[config.mk]
export PLATFORM = sky130hd
export DESIGN_NAME = burst_qualifier
export DESIGN_NICKNAME = d
export VERILOG_FILES = /design/src/rtl/burst_qualifier.sv
export SDC_FILE = /design/constraint.sdc
export NUM_CORES = 1
export LEC_CHECK = 0
export BUFFER_PORTS_ARGS = -buffer_cell sky130_fd_sc_hd__buf_2
export CAP_MARGIN = 5
export CORE_UTILIZATION = 30
export DETAILED_ROUTE_END_ITERATION = 7
export PLACE_DENSITY_LB_ADDON = 0.08
export SYNTH_ARGS = -nofsm -noshare
export SYNTH_HDL_FRONTEND = slang
export SYNTH_SLANG_ARGS = --single-unit
[constraint.sdc]
create_clock -name clk -period 3.07 [get_ports clk]
set_clock_uncertainty 0.05 [all_clocks]
set_input_delay 0 -clock clk [delete_from_list [all_inputs] [get_ports clk]]
set_output_delay 0 -clock clk [all_outputs]
set_load 0.005 [all_outputs]
[src/rtl/burst_qualifier.sv]
// Burst qualifier: debounces a detect stream into bursts and reports each burst length
// through a valid/ready record port. Define BURST_TIMESTAMP_EN to add a start timestamp.
module burst_qualifier #(
  parameter int unsigned MIN_ON    = 4,
  parameter int unsigned MIN_OFF   = 8,
  parameter int unsigned LEN_WIDTH = 16,
  parameter int unsigned TS_WIDTH  = 32
) (
  input  logic                 clk,
  input  logic                 rst,
  input  logic                 detect,
  output logic                 burstActive,
  output logic [LEN_WIDTH-1:0] lenData,
  output logic                 lenValid,
  input  logic                 lenReady,
  output logic                 dropped
`ifdef BURST_TIMESTAMP_EN
  ,
  output logic [TS_WIDTH-1:0]  tsData
`endif
);

  localparam int unsigned ON_W  = $clog2(MIN_ON + 1);
  localparam int unsigned OFF_W = $clog2(MIN_OFF + 1);
  localparam int unsigned SUM_W = LEN_WIDTH + OFF_W + 1;
  localparam logic [LEN_WIDTH-1:0] LEN_MAX = '1;

  typedef enum logic [1:0] {IDLE, ARMING, ACTIVE, RELEASING} state_t;

  state_t               state_q = IDLE;
  state_t               state_d;
  logic [ON_W-1:0]      on_q    = '0;
  logic [ON_W-1:0]      on_d;
  logic [OFF_W-1:0]     off_q   = '0;
  logic [OFF_W-1:0]     off_d;
  logic [LEN_WIDTH-1:0] len_q   = '0;
  logic [LEN_WIDTH-1:0] len_d;
  logic                 active_q = 1'b0;
  logic                 valid_q  = 1'b0;
  logic [LEN_WIDTH-1:0] data_q   = '0;
  logic                 drop_q   = 1'b0;

  logic                 emit;
  logic                 load_rec;
  logic [ON_W-1:0]      on_inc;
  logic [OFF_W-1:0]     off_inc;
  logic [LEN_WIDTH-1:0] len_inc;
  logic [SUM_W-1:0]     gap_sum;
  logic [LEN_WIDTH-1:0] len_gap;

  assign on_inc  = on_q + ON_W'(1);
  assign off_inc = off_q + OFF_W'(1);
  assign len_inc = (len_q == LEN_MAX) ? LEN_MAX : len_q + LEN_WIDTH'(1);
  // Gap absorb: the low cycles plus the high sample that ends the gap.
  assign gap_sum = SUM_W'(len_q) + SUM_W'(off_q) + SUM_W'(1);
  assign len_gap = (gap_sum > SUM_W'(LEN_MAX)) ? LEN_MAX : gap_sum[LEN_WIDTH-1:0];

  always_comb begin
    state_d = state_q;
    on_d    = on_q;
    off_d   = off_q;
    len_d   = len_q;
    emit    = 1'b0;
    case (state_q)
      IDLE: begin
        if (detect) begin
          state_d = ARMING;
          on_d    = ON_W'(1);
          len_d   = LEN_WIDTH'(1);
        end
      end
      ARMING: begin
        if (detect) begin
          on_d  = on_inc;
          len_d = len_inc;
          if (on_inc == ON_W'(MIN_ON)) state_d = ACTIVE;
        end else begin
          state_d = IDLE;
          on_d    = '0;
          len_d   = '0;
        end
      end
      ACTIVE: begin
        if (detect) begin
          len_d = len_inc;
        end else begin
          state_d = RELEASING;
          off_d   = OFF_W'(1);
        end
      end
      RELEASING: begin
        if (detect) begin
          state_d = ACTIVE;
          len_d   = len_gap;
          off_d   = '0;
        end else if (off_inc == OFF_W'(MIN_OFF)) begin
          emit    = 1'b1;
          state_d = IDLE;
          on_d    = '0;
          off_d   = '0;
          len_d   = '0;
        end else begin
          off_d = off_inc;
        end
      end
      default: state_d = IDLE;
    endcase
  end

  assign load_rec = emit && (!valid_q || lenReady);

  always_ff @(posedge clk) begin
    if (rst) begin
      state_q  <= IDLE;
      on_q     <= '0;
      off_q    <= '0;
      len_q    <= '0;
      active_q <= 1'b0;
      valid_q  <= 1'b0;
      data_q   <= '0;
      drop_q   <= 1'b0;
    end else begin
      state_q  <= state_d;
      on_q     <= on_d;
      off_q    <= off_d;
      len_q    <= len_d;
      active_q <= (state_d == ACTIVE) || (state_d == RELEASING);
      drop_q   <= emit && !load_rec;
      if (load_rec) begin
        data_q  <= len_q;
        valid_q <= 1'b1;
      end else if (valid_q && lenReady) begin
        valid_q <= 1'b0;
      end
    end
  end

  assign burstActive = active_q;
  assign lenData     = data_q;
  assign lenValid    = valid_q;
  assign dropped     = drop_q;

`ifdef BURST_TIMESTAMP_EN
  logic [TS_WIDTH-1:0] ts_cnt_q   = '0;
  logic [TS_WIDTH-1:0] ts_start_q = '0;
  logic [TS_WIDTH-1:0] ts_data_q  = '0;

  always_ff @(posedge clk) begin
    if (rst) begin
      ts_cnt_q   <= '0;
      ts_start_q <= '0;
      ts_data_q  <= '0;
    end else begin
      ts_cnt_q <= ts_cnt_q + TS_WIDTH'(1);
      if (state_q == IDLE && detect) ts_start_q <= ts_cnt_q;
      if (load_rec) ts_data_q <= ts_start_q;
    end
  end

  assign tsData = ts_data_q;
`endif

endmodule

---- Word level (Yosys, flattened, before mapping) ----
Cells that the tools add are included.
word-level totals
  register bits ........................... 44
  output and inout port bits .............. 19
  bits of input ports ..................... 4
  logic and storage cells ................. 71
cells by class
  $lt $le $gt $ge ......................... 1
  reduce and logical (&&, ||, !) cells .... 14
  multiplexer cells ....................... 29
  equal/unequal tests ..................... 14
  $add $sub $neg .......................... 5
operator list
  kind                                                                                count
  16-bit two-way mux                                                                  7
  16-bit case mux with 4 select lines                                                 1
  17-bit by 1-bit adder with 18-bit output (second input constant)                    1
  18-bit by 16-bit greater-than comparator with 1-bit output (second input constant)  1
  16-bit by 4-bit adder with 17-bit output                                            1
  16-bit by 1-bit adder with 16-bit output (second input constant)                    1
  16-bit equality test (second input constant)                                        1
  2-bit two-way mux                                                                   6
  3-bit two-way mux                                                                   4
  4-bit two-way mux                                                                   3
  2-bit != test (second input constant)                                               5
  3-bit case mux with 3 select lines                                                  1
  2-bit equality test (second input constant)                                         4
  2-bit case mux with 4 select lines                                                  1
  4-bit case mux with 2 select lines                                                  1
  1-bit two-way mux                                                                   5
  4-bit by 1-bit adder with 4-bit output (second input constant)                      1
  4-bit equality test (second input constant)                                         1
  4-bit AND reduction                                                                 1
  2-bit nonzero test                                                                  2
  3-bit by 1-bit adder with 3-bit output (second input constant)                      1
  3-bit equality test (second input constant)                                         1
  1-bit logical AND                                                                   3
  3-bit != test (second input constant)                                               1
  7 further kinds                                                                     9

---- Depth between registers and ports, before layout ----
Gate-level depths: netlist of the first run.
  word-level depth ........................ 8
  depth in mapped cells ................... 11
  mapped depth without buffers ............ 10

---- Worst setup path after synthesis of the first run ----
No wires, ideal clock.
  kind .................................... flip-flop to flip-flop
  start point ............................. reg off_q[0]
  end point ............................... reg len_q[8]
  stages on the path, launching flop included .. 12
  setup time .............................. 70 ps
  data required time ...................... 2,950 ps
  path buffers ............................ 1
  clock period less this slack ............ 2,442 ps
  arrival ................................. 2,321 ps
  slack ................................... 628 ps
  cell sequence ........................... dfxtp_1 inv_1 ha_1 inv_1 fa_1 a211o_1 or3b_1 clkbuf_1 nor3_1 o221a_2 or3_1 a21oi_1
between the ends
  longest elaborated chain between the ends .. 6
  elaborated cells on any way between the ends .. 10
  classes of those cells .................. add/sub: 3; order compare: 1; eq/ne: 2; mux: 3; reduce/logical: 1
RTL lines
  what                                                        line  text
  from (decl)                                                 34    logic [OFF_W-1:0] off_q = '0;
  from (signal assigned)                                      116   off_q <= '0;
  from (signal assigned)                                      125   off_q <= off_d;
  16-bit by 4-bit adder with 17-bit output                    55    assign gap_sum = SUM_W'(len_q) + SUM_W'(off_q) + SUM_W'(1);
  17-bit by 1-bit adder with 18-bit output                    55
  18-bit by 16-bit greater-than comparator with 1-bit output  56    assign len_gap = (gap_sum > SUM_W'(LEN_MAX)) ? LEN_MAX : gap_sum[LEN_WIDTH-1:0];
  16-bit two-way mux                                          56
  16-bit two-way mux                                          92    if (detect) begin
  16-bit case mux with 4 select lines                         64    case (state_q)
  to (signal assigned)                                        126   len_q <= len_d;
  to (decl)                                                   36    logic [LEN_WIDTH-1:0] len_q = '0;
Parallel ways exist; a longest one is shown, timed or not.
A chain may end at the register's enable or synchronous reset.

---- Final worst setup path of the first run ----
  start point ............................. reg off_q[0]
  end point ............................... reg len_q[0]
Same word-level chain as after synthesis.

==> results of run 1 <==
==> registers in the layout, summed over array words and instances, names as in the netlist <==
register     count
lenData         16
len_q           16
off_q            4
on_q             3
state_q          2
burstActive      1
dropped          1
lenValid         1
==> worst paths after layout <==
path,startpoint,cells after the start,to,slack [ns]
setup / recovery,off_q[0]$_SDFFE_PP0P_,10,len_q[0]$_SDFFE_PP0P_,0.34
hold / removal,detect,3,on_q[0]$_SDFFE_PP0P_,0.07
setup reg to reg,off_q[0]$_SDFFE_PP0P_,10,len_q[0]$_SDFFE_PP0P_,0.34
hold reg to reg,lenData[3]$_SDFFE_PP0P_,2,lenData[3]$_SDFFE_PP0P_,0.44
==> metal layers <==
layer | GRT usage (%) | up-vias | share of wire [%]
li1 | - | 1288 | -
met1 | 24.6 | 1231 | 51
met2 | 26.9 | 54 | 43
met3 | 2.84 | 13 | 4.1
met4 | 5.86 | 0 | 1.8
met5 | 0 | - | 0
==> power by group <==
group          leakage [nW]  switching, mW  total (mW)  internal [mW]
registers             0.355        0.00365       0.577          0.573
clock network        0.0404          0.226       0.388          0.162
logic                 0.726         0.0420      0.0611         0.0192
total                  1.12          0.272        1.03          0.754
==> cell type report <==
class / count / share of cell area [%]
clock buffers: 5 / 2.22
flip-flops and latches: 44 / 28.4
multi-input cells: 261 / 56.3
well taps: 108 / 4.35
inverters: 12 / 1.45
repair buffers: 34 / 6.53
clock inverters: 3 / 0.766
==> metrics by stage <==
step	instance area, um2	utilization [%]	power, mW	setup slack (ns)	hold slack (ns)
finish	3110	34.9	1.03	0.338	0.0737
global route	3110	34.9	1.08	0.0551	0.122
CTS	3110	34.9	1.05	0.361	0.0719
detailed placement	3000	33.8	0.651	0.401	0.269
global placement	3000	33.8	0.653	0.459	0.264
floorplan	2800	-	0.630	0.628	0.149
==> logic make-up after synthesis <==
logic type / count (synthesis) / synth area share, %
AOI/OAI and AO/OA: 109 / 26.0
and+or+nand+nor: 107 / 19.2
DFF: 44 / 31.5
buffers and inverters: 40 / 6.57
muxes: 19 / 6.84
xor gates and xnor gates: 15 / 4.69
adders and majority gates: 11 / 5.19
==> what timing repair did <==
item,CTS,global route
hold buffers,1,0
endpoints found under the hold margin,2,0
buffers inserted,0,0
==> cells in the final DEF (no fill, tap or decap), types with 4 or more instances in the layout <==
| master | n |
|---|---|
| nand2_1 | 16 |
| xnor2_1 | 13 |
| a22oi_1 | 4 |
| or3_1 | 5 |
| inv_1 | 12 |
| dfxtp_1 | 44 |
| nand3_1 | 5 |
| nand2b_1 | 4 |
| nand4_1 | 7 |
| ha_1 | 10 |
| clkbuf_8 | 5 |
| a21o_1 | 5 |
| a31oi_1 | 6 |
| nor3_1 | 6 |
| a21oi_1 | 35 |
| and3_1 | 6 |
| o31ai_1 | 5 |
| buf_2 | 22 |
| buf_4 | 11 |
| nor2_1 | 38 |
| mux2i_1 | 18 |
| o21ai_0 | 17 |
==> tightest hold or removal path, stage by stage <==
cell and delay [ns]:
buf_2 0.17, o22ai_1 0.12, a211oi_1 0.08
==> flow_summary.json, run 1 <==
{
  "clockRootBuffer": "clkbuf_8",
  "finalSetupViolCount": 0,
  "arrival_ns": 2.89,
  "ant_nets": 0,
  "timing_hold_violations_final": 0,
  "synth_edf_count": 0,
  "drt-pass1-iter-count": 4,
  "grt_usage_pct": 17.4,
  "outcome": "complete, no violations",
  "cp_slowest_cell": "nor4b_1",
  "core-area_mm2": 0.00889,
  "dp_cells": 458,
  "cts_max_path_buffers": 2,
  "ys_types": 60,
  "synthFlopType": "dfxtp_1",
  "yosysTopAreaCell": "dfxtp_1",
  "clkTransAtPathRegs_ns": 0.09,
  "instances_no_fill": 467,
  "ioPinCount": 23,
  "grt_pass1_vias": 2549,
  "peakVddDrop_v": 0.000135,
  "rsz0062_at_grt": "no",
  "multi_input_area_mm2": 0.00175,
  "antenna_found_initial": 0,
  "cpPeakStageDelay_ns": 0.54,
  "fillers": 928,
  "num-nets-final": 373,
  "slew_headroom_pct": 40.2,
  "synth_most_common_cell": "dfxtp_1",
  "via_count": 2586,
  "worstMarginPinSlew_ns": 0.897,
  "crit_family": "simple AND/OR/NAND/NOR gates",
  "p_per_area_mw_per_mm2": 330,
  "htreeDepth": 2,
  "grt-ovfl-total": 0,
  "final-seq-area_um2": 881,
  "required_ns": 3.23,
  "hp-class": "in -> reg",
  "drive_above_1_share_pct": 14.2,
  "slew_violations": 0,
  "critPathLaunchType": "register",
  "fmax_mhz": 366,
  "die_w_um": 98.6,
  "synthTopCellsByArea": "dfxtp_1 31%, mux2i_1 6.4%, a21oi_1 6.3%",
  "dp_hpwl_mm": 5.40,
  "post_drt_via_cell_ratio": 5.54,
  "cts_tree": "built",
  "cts_made_buffers": 5,
  "fp.dieH_um": 98.6,
  "wl_per_cell_um": 16.7,
  "critPathBufInv": 2,
  "path_cells": "inv_1, ha_1, inv_1, fa_1, a211o_1, nor4b_1, nand2_1, a21oi_1, nor3_1, a211oi_1",
  "grt_pass1_wl_mm": 13.4,
  "syn_nets": 360,
  "synthCells": 345,
  "synth_common_cells": "44 x dfxtp_1, 38 x nor2_1, 35 x a21oi_1",
  "criticalPathCategory": "reg -> reg",
  "p_leak_nw": 1.12,
  "avgSynthCellArea_um2": 8.11,
  "core.rowCount": 34,
  "cap_violations": 0,
  "synth_top_cell_area_share_pct": 31.5,
  "crit_path_max_fanout": 7,
  "timing.final.crit_share_pct": 89.0,
  "dieArea_mm2": 0.00972,
  "drc": 0,
  "routabilityCongestion": 0.802,
  "worst_path_most_repeated_cell": "inv_1",
  "ys_seq_area_share_pct": 31.5,
  "ys_async_sr_fraction_pct": 0,
  "detail_route.wirelength_mm": 7.82,
  "endpoint_kind": "register",
  "fin_tns_setup_ns": 0,
  "start_util_pct": 31.5,
  "period_minus_slack_ns": 2.73,
  "yosys_warnings": 0,
  "io_buffers": 22,
  "netlist_area_mm2": 0.00280,
  "grt_max_degree": 48,
  "diodes": 0,
  "ys_seq_elements": 44,
  "area_growth_pct": 11.0,
  "clock_sinks": 44,
  "cts_resized": 0,
  "clkLatencyLatePin_ns": 0.31,
  "dr.first_iter.drc_count": 135
}
Power figures use the tool's default switching activity.
==> run 2, diff against run 1 <==
--- a/config.mk
+++ b/config.mk
@@ -7,6 +7,7 @@
 export LEC_CHECK = 0
 export BUFFER_PORTS_ARGS = -buffer_cell sky130_fd_sc_hd__buf_2
 export CAP_MARGIN = 5
+export CORE_ASPECT_RATIO = 0.75
 export CORE_UTILIZATION = 30
 export DETAILED_ROUTE_END_ITERATION = 7
 export PLACE_DENSITY_LB_ADDON = 0.08
==> flow_summary.json, run 2 (synthesis results as in run 1) <==
{
  "criticalPathCategory": "reg -> reg",
  "dp_cells": 484,
  "cts_max_path_buffers": 2,
  "slew_headroom_pct": 60.0,
  "arrival_ns": 2.83,
  "cpPeakStageDelay_ns": 0.50,
  "clkLatencyLatePin_ns": 0.28,
  "clkTransAtPathRegs_ns": 0.07,
  "totalPowerFinal_mw": 1.25,
  "cap_violations": 0,
  "p_leak_nw": 1.19,
  "worstMarginPinSlew_ns": 0.592,
  "hp-class": "in -> reg",
  "design_area_mm2": 0.00325,
  "cts_resized": 0,
  "clockRootBuffer": "clkbuf_16",
  "area_growth_pct": 16.0,
  "grt-ovfl-total": 0,
  "timing_hold_violations_final": 0,
  "grt_usage_pct": 17.3,
  "period_minus_slack_ns": 2.68,
  "place_area_mm2": 0.00307,
  "slew_violations": 0,
  "endpoint_kind": "register",
  "dieArea_mm2": 0.00972,
  "num-nets-final": 379,
  "cp_slowest_cell": "nor4b_1",
  "clock_sinks": 44,
  "dr.first_iter.drc_count": 162,
  "cts_made_buffers": 5,
  "post_drt_via_cell_ratio": 5.26,
  "dp_hpwl_mm": 5.68,
  "crit_path_max_fanout": 7,
  "worst_path_most_repeated_cell": "inv_1",
  "drt-pass1-iter-count": 4,
  "path_cells": "inv_1, ha_1, inv_1, fa_1, a211o_1, nor4b_1, nand2_1, buf_4, a21oi_1, a31oi_1, o32ai_1",
  "critPathLaunchType": "register",
  "diodes": 0,
  "rsz0062_at_grt": "no",
  "fin_tns_setup_ns": 0,
  "ant_nets": 0,
  "layout_common_cells": "44 x dfxtp_1, 38 x nor2_1, 35 x a21oi_1",
  "grt_pass1_wl_mm": 13.1,
  "fp.dieH_um": 85.7,
  "drc": 0,
  "timing.final.crit_share_pct": 87.4,
  "via_count": 2595,
  "wl_per_cell_um": 16.3,
  "grt_pass1_vias": 2384,
  "core.rowCount": 30,
  "antenna_found_initial": 0,
  "instances_no_fill": 493,
  "ioPinCount": 23,
  "detail_route.wirelength_mm": 8.05,
  "fin_util_pct": 35.9,
  "start_util_pct": 30.9,
  "drive_above_1_share_pct": 15.3,
  "cts_tree": "built",
  "grt_max_degree": 26,
  "htreeDepth": 2,
  "required_ns": 3.21,
  "final_common_cell": "dfxtp_1",
  "outcome": "complete, no violations",
  "finalSetupViolCount": 0,
  "io_buffers": 22,
  "peakVddDrop_v": 0.000172,
  "p_per_area_mw_per_mm2": 384,
  "fmax_mhz": 373,
  "core-area_mm2": 0.00905,
  "die_w_um": 114,
  "routabilityCongestion": 0.791
}
## run 2: worst paths after layout
kind	end	from	cells after the start	slack, ns
worst max-delay path	len_q[6]$_SDFFE_PP0P_	off_q[0]$_SDFFE_PP0P_	11	0.39
worst min-delay path	on_q[0]$_SDFFE_PP0P_	detect	3	0.09
worst max register to register	len_q[6]$_SDFFE_PP0P_	off_q[0]$_SDFFE_PP0P_	11	0.39
worst min register to register	lenData[12]$_SDFFE_PP0P_	lenData[12]$_SDFFE_PP0P_	2	0.44
## run 2: metrics by stage
stage | hold slack, ns | setup WS (ns)
3_5_place_dp | 0.262 | 0.415
6_report | 0.0925 | 0.386
2_1_floorplan | 0.149 | 0.628
5_1_grt | 0.104 | 0.00689
3_3_place_gp | 0.261 | 0.482
4_1_cts | 0.0876 | 0.396
## run 2: layout make-up
cell class | count | area (um2)
clock inverters | 2 | 35.0
flip-flops and latches | 44 | 881
clock buffers | 6 | 129
repair buffers | 40 | 248
fillers | 979 | 5800
well taps | 128 | 160
inverters | 12 | 45.0
multi-input cells | 261 | 1750
## run 2: report_power, final
part | internal (mW) | switching [mW]
Clock | 0.383 | 0.223
Combinational | 0.0200 | 0.0433
Sequential | 0.574 | 0.00388
## run 2: what timing repair did
item | in CTS | in global routing
setup endpoints to repair | 0 | 0
setup buffers | 0 | 0
endpoints found under the hold margin | 2 | 0
hold buffers | 1 | 0
## run 2: critical path, delay by kind of cell, from the launching register on
family	cells	cell delay, ns
buf+inv	3	0.42
fa+ha+maj	2	0.43
flops	1	0.42
compound gates	4	0.43
simple gates	2	0.83
## run 2: layer usage
| layer | GRT usage, % | up-vias | wire length [um] |
|---|---|---|---|
| li1 | - | 1302 | - |
| met1 | 26.9 | 1236 | 4440 |
| met2 | 24.0 | 53 | 3230 |
| met3 | 3.25 | 4 | 325 |
| met4 | 3.59 | 0 | 54 |
| met5 | 0 | - | 0 |
==> run 3, diff against run 2 <==
--- a/config.mk
+++ b/config.mk
@@ -8,6 +8,7 @@
 export BUFFER_PORTS_ARGS = -buffer_cell sky130_fd_sc_hd__buf_2
 export CAP_MARGIN = 5
 export CORE_ASPECT_RATIO = 0.75
+export CORE_MARGIN = 2
 export CORE_UTILIZATION = 30
 export DETAILED_ROUTE_END_ITERATION = 7
 export PLACE_DENSITY_LB_ADDON = 0.08
==> flow_summary.json, run 3 (synthesis results as in run 1) <==
{
  "internal_power_uw": 890,
  "period_minus_slack_ns": 2.79,
  "core-area_mm2": 0.00905,
  "area_growth_pct": 14.4,
  "cts_max_path_buffers": 2,
  "r2r_start": "off_q[0]$_SDFFE_PP0P_",
  "fp.dieH_um": 87.7,
  "grt_pass1_vias": 2360,
  "dr.first_iter.drc_count": 149,
  "slew_headroom_pct": 55.6,
  "diodes": 0,
  "p_leak_nw": 1.17,
  "rr_worst_depth": 11,
  "dieArea_mm2": 0.0101,
  "num-nets-final": 377,
  "fin_tns_setup_ns": 0,
  "clkLatencyLatePin_ns": 0.29,
  "drc": 0,
  "cap_violations": 0,
  "via_count": 2607,
  "finalSetupViolCount": 0,
  "ant_nets": 0,
  "pwr-share-clk_pct": 44.6,
  "rsz0062_at_grt": "no",
  "grt_max_degree": 25,
  "cts_tree": "built",
  "cts_made_buffers": 5,
  "final-seq-area_um2": 881,
  "post_cts_buffers": 0,
  "p_seq_share_pct": 49.9,
  "post_drt_via_cell_ratio": 5.32,
  "criticalPathCategory": "reg -> reg",
  "switching_power_uw": 269,
  "grt_usage_pct": 16.7,
  "required_ns": 3.21,
  "crit_end": "len_q[6]$_SDFFE_PP0P_",
  "final_common_cell": "dfxtp_1",
  "antenna_found_initial": 0,
  "p_per_area_mw_per_mm2": 362,
  "start_util_pct": 30.9,
  "fillers": 949,
  "slew_violations": 0,
  "combPwrFrac_pct": 5.5,
  "arrival_ns": 2.93,
  "timing.final.crit_share_pct": 90.8,
  "critPathLaunch": "off_q[0]$_SDFFE_PP0P_",
  "drive_above_1_share_pct": 14.6,
  "critPathLaunchType": "register",
  "worst_hold_slack_ns": 0.103,
  "drt-pass1-iter-count": 4,
  "ioPinCount": 23,
  "io_buffers": 22,
  "clockRootBuffer": "clkbuf_16",
  "hp-class": "in -> reg",
  "clock_sinks": 44,
  "fmax_mhz": 359,
  "reg2reg_to": "len_q[6]$_SDFFE_PP0P_",
  "wl_per_cell_um": 16.3,
  "layout_common_cells": "44 x dfxtp_1, 38 x nor2_1, 35 x a21oi_1",
  "routabilityCongestion": 0.813,
  "multi_input_area_mm2": 0.00175,
  "htreeDepth": 2,
  "p_sw_share_pct": 23.2,
  "timing_hold_violations_final": 0,
  "grt-ovfl-total": 0,
  "holdPathStages": 3,
  "die_w_um": 116,
  "peakVddDrop_v": 0.000153,
  "outcome": "complete, no violations",
  "detail_route.wirelength_mm": 7.99,
  "grt_pass1_wl_mm": 13.0,
  "r2r_slack_ns": 0.28,
  "worstMarginPinSlew_ns": 0.657,
  "crit_path_max_fanout": 7,
  "dp_hpwl_mm": 5.56,
  "clkTransAtPathRegs_ns": 0.06,
  "core.rowCount": 30,
  "endpoint_kind": "register"
}
-- run 3: timing repair --
| action | 4_1_cts | 5_1_grt |
|---|---|---|
| setup endpoints to repair | 0 | 0 |
| endpoints found under the hold margin | 2 | 0 |
| hold buffers | 1 | 0 |
| gates resized for setup | 0 | 0 |
-- run 3: how the worst min path moves through the flow --
stage,to,startpoint,slack (ns)
floorplan,dropped$_SDFF_PP0_,lenReady,0.15
global placement,dropped$_SDFF_PP0_,lenReady,0.26
detailed placement,dropped$_SDFF_PP0_,lenReady,0.27
CTS,on_q[0]$_SDFFE_PP0P_,detect,0.09
global route,on_q[0]$_SDFFE_PP0P_,detect,0.13
finish,on_q[0]$_SDFFE_PP0P_,detect,0.10
-- run 3: area by class of cell --
type	count	share of cell area, %
timing repair buffer	38	7.27
clock buffer	6	4.03
multi-input combinational	261	54.6
sequential	44	27.5
tap	128	5.00
inverter	12	1.41
clock inverter	1	0.156
-- run 3: metal layers --
layer | global-route usage, % | part of all wire [%] | routed length [um] | vias up
met4 | 3.83 | 0.86 | 69 | 0
met1 | 26.2 | 54 | 4330 | 1228
li1 | - | - | - | 1301
met3 | 3.32 | 5.1 | 410 | 8
met5 | 0 | 0 | 0 | -
met2 | 23.1 | 40 | 3180 | 70
-- run 3: power groups by stage --
stage          clock (mW)  combinational, mW  sequential [mW]
6_report            0.517             0.0637            0.578
5_1_grt             0.557             0.0716            0.578
4_1_cts             0.542             0.0636            0.577
3_5_place_dp            0             0.0623            0.591
3_3_place_gp            0             0.0642            0.590
2_1_floorplan           0             0.0403            0.589
-- run 3: stage by stage --
stage | utilization (%) | instance area [um2] | total power [mW] | worst slack, ns | instances
final | 35.4 | 3200 | 1.16 | 0.284 | 490
after global routing | 35.4 | 3200 | 1.21 | 0.0326 | 490
after CTS | 35.4 | 3200 | 1.18 | 0.328 | 490
after detailed placement | 33.8 | 3060 | 0.653 | 0.366 | 482
after global placement | 33.8 | 3060 | 0.655 | 0.486 | 482
after floorplan | - | 2800 | 0.630 | 0.628 | 345
-- run 3: critical path: stages, from the launching register on --
cell,delay (ns)
dfxtp_1,0.43
inv_1,0.12
ha_1,0.21
inv_1,0.06
fa_1,0.22
a211o_1,0.15
nor4b_1,0.55
nand2_1,0.36
buf_4,0.26
a21oi_1,0.12
a31oi_1,0.05
o32ai_1,0.11
